$ cat src/rtl/alu_cmd_sequencer_if.sv
// rtl/alu_cmd_sequencer_if.sv - command, regfile, ALU and TX FIFO signals of the ALU command sequencer
interface alu_cmd_sequencer_if #(
  parameter int data_width    = 8,
  parameter int address_width = 3,
  parameter int alu_width     = 16
);
  logic                     start;
  logic [3:0]               fun;
  logic                     use_regs;
  logic                     busy;
  logic                     done;
  logic                     err;
  logic [address_width-1:0] rf_address;
  logic                     rf_rd_en;
  logic [data_width-1:0]    rf_rddata;
  logic                     rf_rddata_valid;
  logic [data_width-1:0]    alu_op_a;
  logic [data_width-1:0]    alu_op_b;
  logic [3:0]               alu_fun;
  logic                     alu_en;
  logic                     alu_clk_en;
  logic [alu_width-1:0]     alu_out;
  logic                     alu_out_valid;
  logic [data_width-1:0]    fifo_wr_data;
  logic                     fifo_wr_inc;
  logic                     fifo_full;

  modport master (
    input  start, fun, use_regs, rf_rddata, rf_rddata_valid, alu_out, alu_out_valid, fifo_full,
    output busy, done, err, rf_address, rf_rd_en, alu_op_a, alu_op_b, alu_fun, alu_en,
           alu_clk_en, fifo_wr_data, fifo_wr_inc
  );

  modport slave (
    output start, fun, use_regs, rf_rddata, rf_rddata_valid, alu_out, alu_out_valid, fifo_full,
    input  busy, done, err, rf_address, rf_rd_en, alu_op_a, alu_op_b, alu_fun, alu_en,
           alu_clk_en, fifo_wr_data, fifo_wr_inc
  );
endinterface

$ cat src/rtl/alu_cmd_sequencer.sv
// rtl/alu_cmd_sequencer.sv - runs one ALU command: operand fetch, issue, result capture, byte-wise TX FIFO push
// Optional wait watchdog on regfile/ALU responses is enabled by defining ALU_TIMEOUT_EN.
module alu_cmd_sequencer #(
  parameter int data_width    = 8,
  parameter int address_width = 3,
  parameter int alu_width     = 16,
  parameter int OPA_ADDR      = 0,
  parameter int OPB_ADDR      = 1,
  parameter int TIMEOUT       = 15
) (
  input  logic                clk,
  input  logic                reset,
  alu_cmd_sequencer_if.master bus
);
  typedef enum logic [2:0] {IDLE, RD_A, RD_B, EXEC, WAIT_RES, PUSH_LO, PUSH_HI} state_t;
  localparam bit two_bytes = (alu_width > data_width);

  state_t state, next_state;
  logic   abort, rd_accept, timeout_hit;

  logic                     busy_q, done_q, err_q, rf_rd_en_q, alu_en_q, alu_clk_en_q, wr_inc_q;
  logic                     busy_d, done_d, err_d, rf_rd_en_d, alu_en_d, alu_clk_en_d, wr_inc_d;
  logic [address_width-1:0] rf_address_q, rf_address_d;
  logic [data_width-1:0]    op_a_q, op_b_q, wr_data_q;
  logic [data_width-1:0]    op_a_d, op_b_d, wr_data_d;
  logic [3:0]               fun_q, fun_d;
  logic [alu_width-1:0]     result_q, result_d;
  logic [2*data_width-1:0]  result_ext;

  // Read data only counts while the request is held, so the stale beat of
  // operand A arriving during the inter-read gap is never taken as operand B.
  assign rd_accept = bus.rf_rddata_valid && rf_rd_en_q;

`ifdef ALU_TIMEOUT_EN
  logic [3:0] wait_cnt;
  logic       waiting;
  assign waiting = state inside {RD_A, RD_B, WAIT_RES};
  always_ff @(posedge clk or negedge reset) begin
    if (!reset)                   wait_cnt <= '0;
    else if (next_state != state) wait_cnt <= '0;
    else if (waiting)             wait_cnt <= wait_cnt + 4'd1;
  end
  assign timeout_hit = waiting && (wait_cnt == 4'(TIMEOUT - 1));
`else
  assign timeout_hit = 1'b0;
`endif

  always_ff @(posedge clk or negedge reset) begin
    if (!reset) begin
      state        <= IDLE;
      busy_q       <= 1'b0;
      done_q       <= 1'b0;
      err_q        <= 1'b0;
      rf_rd_en_q   <= 1'b0;
      rf_address_q <= '0;
      alu_en_q     <= 1'b0;
      alu_clk_en_q <= 1'b0;
      wr_inc_q     <= 1'b0;
      wr_data_q    <= '0;
      op_a_q       <= '0;
      op_b_q       <= '0;
      fun_q        <= '0;
      result_q     <= '0;
    end else begin
      state        <= next_state;
      busy_q       <= busy_d;
      done_q       <= done_d;
      err_q        <= err_d;
      rf_rd_en_q   <= rf_rd_en_d;
      rf_address_q <= rf_address_d;
      alu_en_q     <= alu_en_d;
      alu_clk_en_q <= alu_clk_en_d;
      wr_inc_q     <= wr_inc_d;
      wr_data_q    <= wr_data_d;
      op_a_q       <= op_a_d;
      op_b_q       <= op_b_d;
      fun_q        <= fun_d;
      result_q     <= result_d;
    end
  end

  // A push state is left on the edge after its strobe was issued.
  always_comb begin
    next_state = state;
    abort      = 1'b0;
    unique case (state)
      IDLE:     if (bus.start) next_state = bus.use_regs ? RD_A : EXEC;
      RD_A:     if (rd_accept) next_state = RD_B;
                else if (timeout_hit) abort = 1'b1;
      RD_B:     if (rd_accept) next_state = EXEC;
                else if (timeout_hit) abort = 1'b1;
      EXEC:     next_state = WAIT_RES;
      WAIT_RES: if (bus.alu_out_valid) next_state = PUSH_LO;
                else if (timeout_hit) abort = 1'b1;
      PUSH_LO:  if (wr_inc_q) next_state = two_bytes ? PUSH_HI : IDLE;
      PUSH_HI:  if (wr_inc_q) next_state = IDLE;
      default:  next_state = IDLE;
    endcase
    if (abort) next_state = IDLE;
  end

  always_comb begin
    fun_d        = (state == IDLE && bus.start) ? bus.fun : fun_q;
    op_a_d       = (state == RD_A && rd_accept) ? bus.rf_rddata : op_a_q;
    op_b_d       = (state == RD_B && rd_accept) ? bus.rf_rddata : op_b_q;
    result_d     = (state == WAIT_RES && bus.alu_out_valid) ? bus.alu_out : result_q;
    result_ext   = (2*data_width)'(result_d);
    busy_d       = (next_state != IDLE);
    done_d       = (next_state == IDLE) && (state inside {PUSH_LO, PUSH_HI});
    err_d        = abort;
    rf_rd_en_d   = (next_state == RD_A) || (next_state == RD_B && state == RD_B);
    rf_address_d = '0;
    if (next_state == RD_A) rf_address_d = address_width'(OPA_ADDR);
    if (next_state == RD_B) rf_address_d = address_width'(OPB_ADDR);
    alu_en_d     = (next_state == EXEC);
    alu_clk_en_d = (next_state inside {EXEC, WAIT_RES});
    wr_inc_d     = (next_state inside {PUSH_LO, PUSH_HI}) && !bus.fifo_full;
    wr_data_d    = '0;
    if (wr_inc_d)
      wr_data_d = (next_state == PUSH_HI) ? result_ext[2*data_width-1:data_width]
                                          : result_ext[data_width-1:0];
  end

  assign bus.busy         = busy_q;
  assign bus.done         = done_q;
  assign bus.err          = err_q;
  assign bus.rf_rd_en     = rf_rd_en_q;
  assign bus.rf_address   = rf_address_q;
  assign bus.alu_op_a     = op_a_q;
  assign bus.alu_op_b     = op_b_q;
  assign bus.alu_fun      = fun_q;
  assign bus.alu_en       = alu_en_q;
  assign bus.alu_clk_en   = alu_clk_en_q;
  assign bus.fifo_wr_inc  = wr_inc_q;
  assign bus.fifo_wr_data = wr_data_q;
endmodule

$ cat src/flat_wrapper.sv
// flat-port wrapper written by rule: the top's interface ports become plain ports
module alu_cmd_sequencer_flat 
#(
  parameter int data_width    = 8,
  parameter int address_width = 3,
  parameter int alu_width     = 16,
  parameter int OPA_ADDR      = 0,
  parameter int OPB_ADDR      = 1,
  parameter int TIMEOUT       = 15
)
  (clk, reset, bus_start, bus_fun, bus_use_regs, bus_rf_rddata, bus_rf_rddata_valid, bus_alu_out, bus_alu_out_valid, bus_fifo_full, bus_busy, bus_done, bus_err, bus_rf_address, bus_rf_rd_en, bus_alu_op_a, bus_alu_op_b, bus_alu_fun, bus_alu_en, bus_alu_clk_en, bus_fifo_wr_data, bus_fifo_wr_inc);
  alu_cmd_sequencer_if #(.data_width(data_width), .address_width(address_width), .alu_width(alu_width)) bus_i ();
  input  logic clk;
  input  logic reset;
  input wire logic [$bits(bus_i.start)-1:0] bus_start;
  input wire logic [$bits(bus_i.fun)-1:0] bus_fun;
  input wire logic [$bits(bus_i.use_regs)-1:0] bus_use_regs;
  input wire logic [$bits(bus_i.rf_rddata)-1:0] bus_rf_rddata;
  input wire logic [$bits(bus_i.rf_rddata_valid)-1:0] bus_rf_rddata_valid;
  input wire logic [$bits(bus_i.alu_out)-1:0] bus_alu_out;
  input wire logic [$bits(bus_i.alu_out_valid)-1:0] bus_alu_out_valid;
  input wire logic [$bits(bus_i.fifo_full)-1:0] bus_fifo_full;
  output wire logic [$bits(bus_i.busy)-1:0] bus_busy;
  output wire logic [$bits(bus_i.done)-1:0] bus_done;
  output wire logic [$bits(bus_i.err)-1:0] bus_err;
  output wire logic [$bits(bus_i.rf_address)-1:0] bus_rf_address;
  output wire logic [$bits(bus_i.rf_rd_en)-1:0] bus_rf_rd_en;
  output wire logic [$bits(bus_i.alu_op_a)-1:0] bus_alu_op_a;
  output wire logic [$bits(bus_i.alu_op_b)-1:0] bus_alu_op_b;
  output wire logic [$bits(bus_i.alu_fun)-1:0] bus_alu_fun;
  output wire logic [$bits(bus_i.alu_en)-1:0] bus_alu_en;
  output wire logic [$bits(bus_i.alu_clk_en)-1:0] bus_alu_clk_en;
  output wire logic [$bits(bus_i.fifo_wr_data)-1:0] bus_fifo_wr_data;
  output wire logic [$bits(bus_i.fifo_wr_inc)-1:0] bus_fifo_wr_inc;
  assign bus_i.start = bus_start;
  assign bus_i.fun = bus_fun;
  assign bus_i.use_regs = bus_use_regs;
  assign bus_i.rf_rddata = bus_rf_rddata;
  assign bus_i.rf_rddata_valid = bus_rf_rddata_valid;
  assign bus_i.alu_out = bus_alu_out;
  assign bus_i.alu_out_valid = bus_alu_out_valid;
  assign bus_i.fifo_full = bus_fifo_full;
  assign bus_busy = bus_i.busy;
  assign bus_done = bus_i.done;
  assign bus_err = bus_i.err;
  assign bus_rf_address = bus_i.rf_address;
  assign bus_rf_rd_en = bus_i.rf_rd_en;
  assign bus_alu_op_a = bus_i.alu_op_a;
  assign bus_alu_op_b = bus_i.alu_op_b;
  assign bus_alu_fun = bus_i.alu_fun;
  assign bus_alu_en = bus_i.alu_en;
  assign bus_alu_clk_en = bus_i.alu_clk_en;
  assign bus_fifo_wr_data = bus_i.fifo_wr_data;
  assign bus_fifo_wr_inc = bus_i.fifo_wr_inc;
  alu_cmd_sequencer #(.data_width(data_width), .address_width(address_width), .alu_width(alu_width), .OPA_ADDR(OPA_ADDR), .OPB_ADDR(OPB_ADDR), .TIMEOUT(TIMEOUT)) u_core (.clk(clk), .reset(reset), .bus(bus_i));
endmodule
$ cat config.mk
export PLATFORM = sky130hd
export DESIGN_NAME = alu_cmd_sequencer_flat
export DESIGN_NICKNAME = d
export VERILOG_FILES = /design/src/rtl/alu_cmd_sequencer_if.sv /design/src/rtl/alu_cmd_sequencer.sv /design/src/flat_wrapper.sv
export SDC_FILE = /design/constraint.sdc
export NUM_CORES = 1
export LEC_CHECK = 0
export BUFFER_PORTS_ARGS = -buffer_cell sky130_fd_sc_hd__buf_4
export CAP_MARGIN = 30
export CORE_UTILIZATION = 35
export DETAILED_ROUTE_END_ITERATION = 10
export PLACE_DENSITY = 0.59
export RECOVER_POWER = 50
export SLEW_MARGIN = 15
export SYNTH_ARGS = -nofsm -noshare
export SYNTH_HDL_FRONTEND = slang
export SYNTH_SLANG_ARGS = --single-unit
$ cat constraint.sdc
create_clock -name clk -period 4.3 [get_ports clk]
set_input_delay 0.215 -clock clk [delete_from_list [all_inputs] [get_ports clk]]
set_output_delay 0.215 -clock clk [all_outputs]
set_load 0.01 [all_outputs]
==> results.md <==
- Outcome: finished clean
- Most frequent cells in the layout: 54 x dfrtp_1, 53 x buf_4, 35 x mux2_2, 17 x clkbuf_1, 10 x nor2_1
- Pin count of the biggest net entering global routing: 55
- DIE AREA: 6620 um2
- Critical path required time: 4490 ps
- Area growth from synthesis to layout: 28.04%
- Core area: 5991 um2
- Syn Area/Cell: 14.13 um2
- Achievable Freq: 0.5018 GHz
- Post-Synth Adder-Cell Area: 0
- Final hold vios: 0
- Clock Latency Late Sink: 300 ps
- Ports: 73
- CP max stage cell: dfrtp_1
- Sink Count: 54
- First-pass GRT wire length: 6.458 mm
- Synth Instances: 156
- Worst vdd ir: 255.8 uV
- Multiplexer area fraction after synthesis: 0.2202
- Vias in the first global route: 1374
- CTS clock-pin slew for the worst setup and hold paths: 100 ps
- IO Port Bufs: 69
- CTS max path bufs: 2
- Drt initial violations: 44
- Non-Filler Instances: 302
- Fin crit period: 1993 ps
- Avg WL per Cell: 13.77 um
- Total number of vias: 1412
- Area fraction in and, or, nand and nor cells after synthesis: 0.07378
- Post-Layout Inst Area: 2823 um2
- CP Capture Type: register
- Antenna diodes: 0
- Setup_tns: 0 ps
- Dpl cells: 293
- Initial antenna violation count: 0
- Netlist cell types: 31
- Nets: 261
- Post-route ant nets: 0
- Total CTS buffers: 5
- Final setup fails: 0
- Root Buffer: clkbuf_8
- Yosys warns: 0
- Largest family of logic cells by synthesized area: multiplexers
- Critical path cell sequence: nor4bb_4 > buf_6 > mux2_2 > mux2i_1 > nor2_1
- Hold Slack: 146.7 ps
- Cell Pwr Density: 614.1 nW/um2
- Total grt overflow: 0
- Critical path class: reg2reg
- Netlist Area Pre-Place: 2205 um2
- Number of enable flip-flop cells after synthesis: 0
- Most common cell after layout, fill and taps aside: dfrtp_1
- Starting density of the core: 0.3680
- GRT Total Usage: 0.1318
- Main flop type after synthesis: dfrtp_1
- Gpl congestion: 0.7166
- Share of cells above drive strength 1: 0.4493
- H-Tree Depth: 2
- Flops & latches, synth: 54
- Final Max Slew Viols: 0
- Post-CTS setup repair buffer count: 0
- Highest net fanout along the worst path: 13
- Post-DP HPWL: 2.925 mm
- Slew margin rel.: 0.5564
- Placed Area: 2776 um2
- Vias per inst: 4.675
- RSZ-0062 raised after global routing: no
- CP top delay family: flip-flops
- Clock Skew: 12.50 ps
- CP Launch Type: register
- Crit path DAT: 2180 ps
- Seq/Total Area, Yosys: 0.6129
- Final Cycle Share: 0.4634
- Hold Crit Class: in2reg
- Worst-Margin Slew: 665.4 ps
- Die height: 81.37 um
- Post-Route WL: 4.160 mm
- TritonCTS clock tree: done
- DR pass1 iterations: 4
- Die width: 81.37 um
- WP buf/inv: 1
- Lkg Pwr: 1.416 nW
- Max-Cap Viols: 0
- Crit-path max cell delay: 580 ps
- Synth Area in XOR/XNOR: 0
- Compound-Gate Fraction of Synth Area: 0.04427
- # rows: 28
- Asr flop ratio synth: 1.000
- # DRC: 0
==> cell usage after synthesis (3+ instances only) <==
library cell	instances	area [um2]
buf_4	6	45.04
dfrtp_1	54	1351
inv_1	6	22.52
mux2_2	35	394.1
mux2i_1	8	80.08
nand2_1	5	18.77
nor2_1	10	37.54
nor3_1	3	15.01
==> cell families after synthesis <==
| logic type | count (synthesis) |
|---|---|
| flops | 54 |
| other cells | 1 |
| mux | 44 |
| buf+inv | 17 |
| simple gates | 29 |
| compound gates | 11 |
==> registers in the layout, indices dropped and copies added, names as in the netlist <==
name,flops
u_core.result_q,16
u_core.bus.fifo_wr_data,8
u_core.bus.alu_op_a,8
u_core.bus.alu_fun,4
u_core.bus.alu_op_b,8
u_core.bus.rf_rd_en,1
u_core.bus.done,1
u_core.bus.alu_clk_en,1
u_core.bus.alu_en,1
u_core.bus.rf_address,1
u_core.state,3
u_core.bus.busy,1
u_core.bus.fifo_wr_inc,1
==> worst register-to-register path, stage by stage, from the launching register on <==
cell      delay, ps
dfrtp_1         580
nor4bb_4        500
buf_6           230
mux2_2          370
mux2i_1         150
nor2_1           50
==> through the flow <==
stage                     worst slack, ps    util  total power (W)
after floorplan                      2646       -         0.001226
after global placement               1979  0.4616         0.001480
after detailed placement             2309  0.4635         0.001496
after CTS                            2297  0.4818         0.001798
after global routing                 2156  0.4712         0.001857
final                                2307  0.4712         0.001733
==> power by group <==
part           internal (W)  total (W)  switching [W]
clock              0.000133   0.000294       0.000161
sequential         0.000699   0.000812       0.000113
combinational      0.000337   0.000627       0.000290
==> cell type report <==
type                       count  area [um2]
clock buffer                   6       82.58
clock inverter                 2       17.52
fill                         537        3168
inverter                       6       22.52
multi-input combinational     87       772.0
sequential                    54        1351
tap                           75       93.84
timing repair buffer          72       483.0
==> worst paths after layout <==
kind	startpoint	to	slack (ps)	cells past startpoint
max in group asynchronous	reset	u_core.bus.alu_op_a[4]	3370	2
worst min register to register	u_core.result_q[8]	u_core.result_q[8]	500	1
min in group asynchronous	reset	u_core.bus.alu_op_a[2]	490	2
worst max-delay path	u_core.state[2]	u_core.bus.fifo_wr_data[1]	2310	5
worst max register to register	u_core.state[2]	u_core.bus.fifo_wr_data[1]	2310	5
worst min-delay path	bus_fun[3]	u_core.bus.alu_fun[3]	150	2
==> per-layer routing <==
| metal | vias up | track usage | wire length (um) |
|---|---|---|---|
| met1 | 674 | 0.1846 | 2049 |
| li1 | 676 | - | - |
| met4 | 0 | 0.04286 | 48 |
| met5 | - | 0 | 0 |
| met2 | 55 | 0.1958 | 1746 |
| met3 | 7 | 0.03596 | 315 |
==> timing repair <==
action	in CTS	in global routing
hold buffers	1	0
gates resized for setup	0	0
endpoints found under the hold margin	54	0
(Power assumes the default switching activity.)
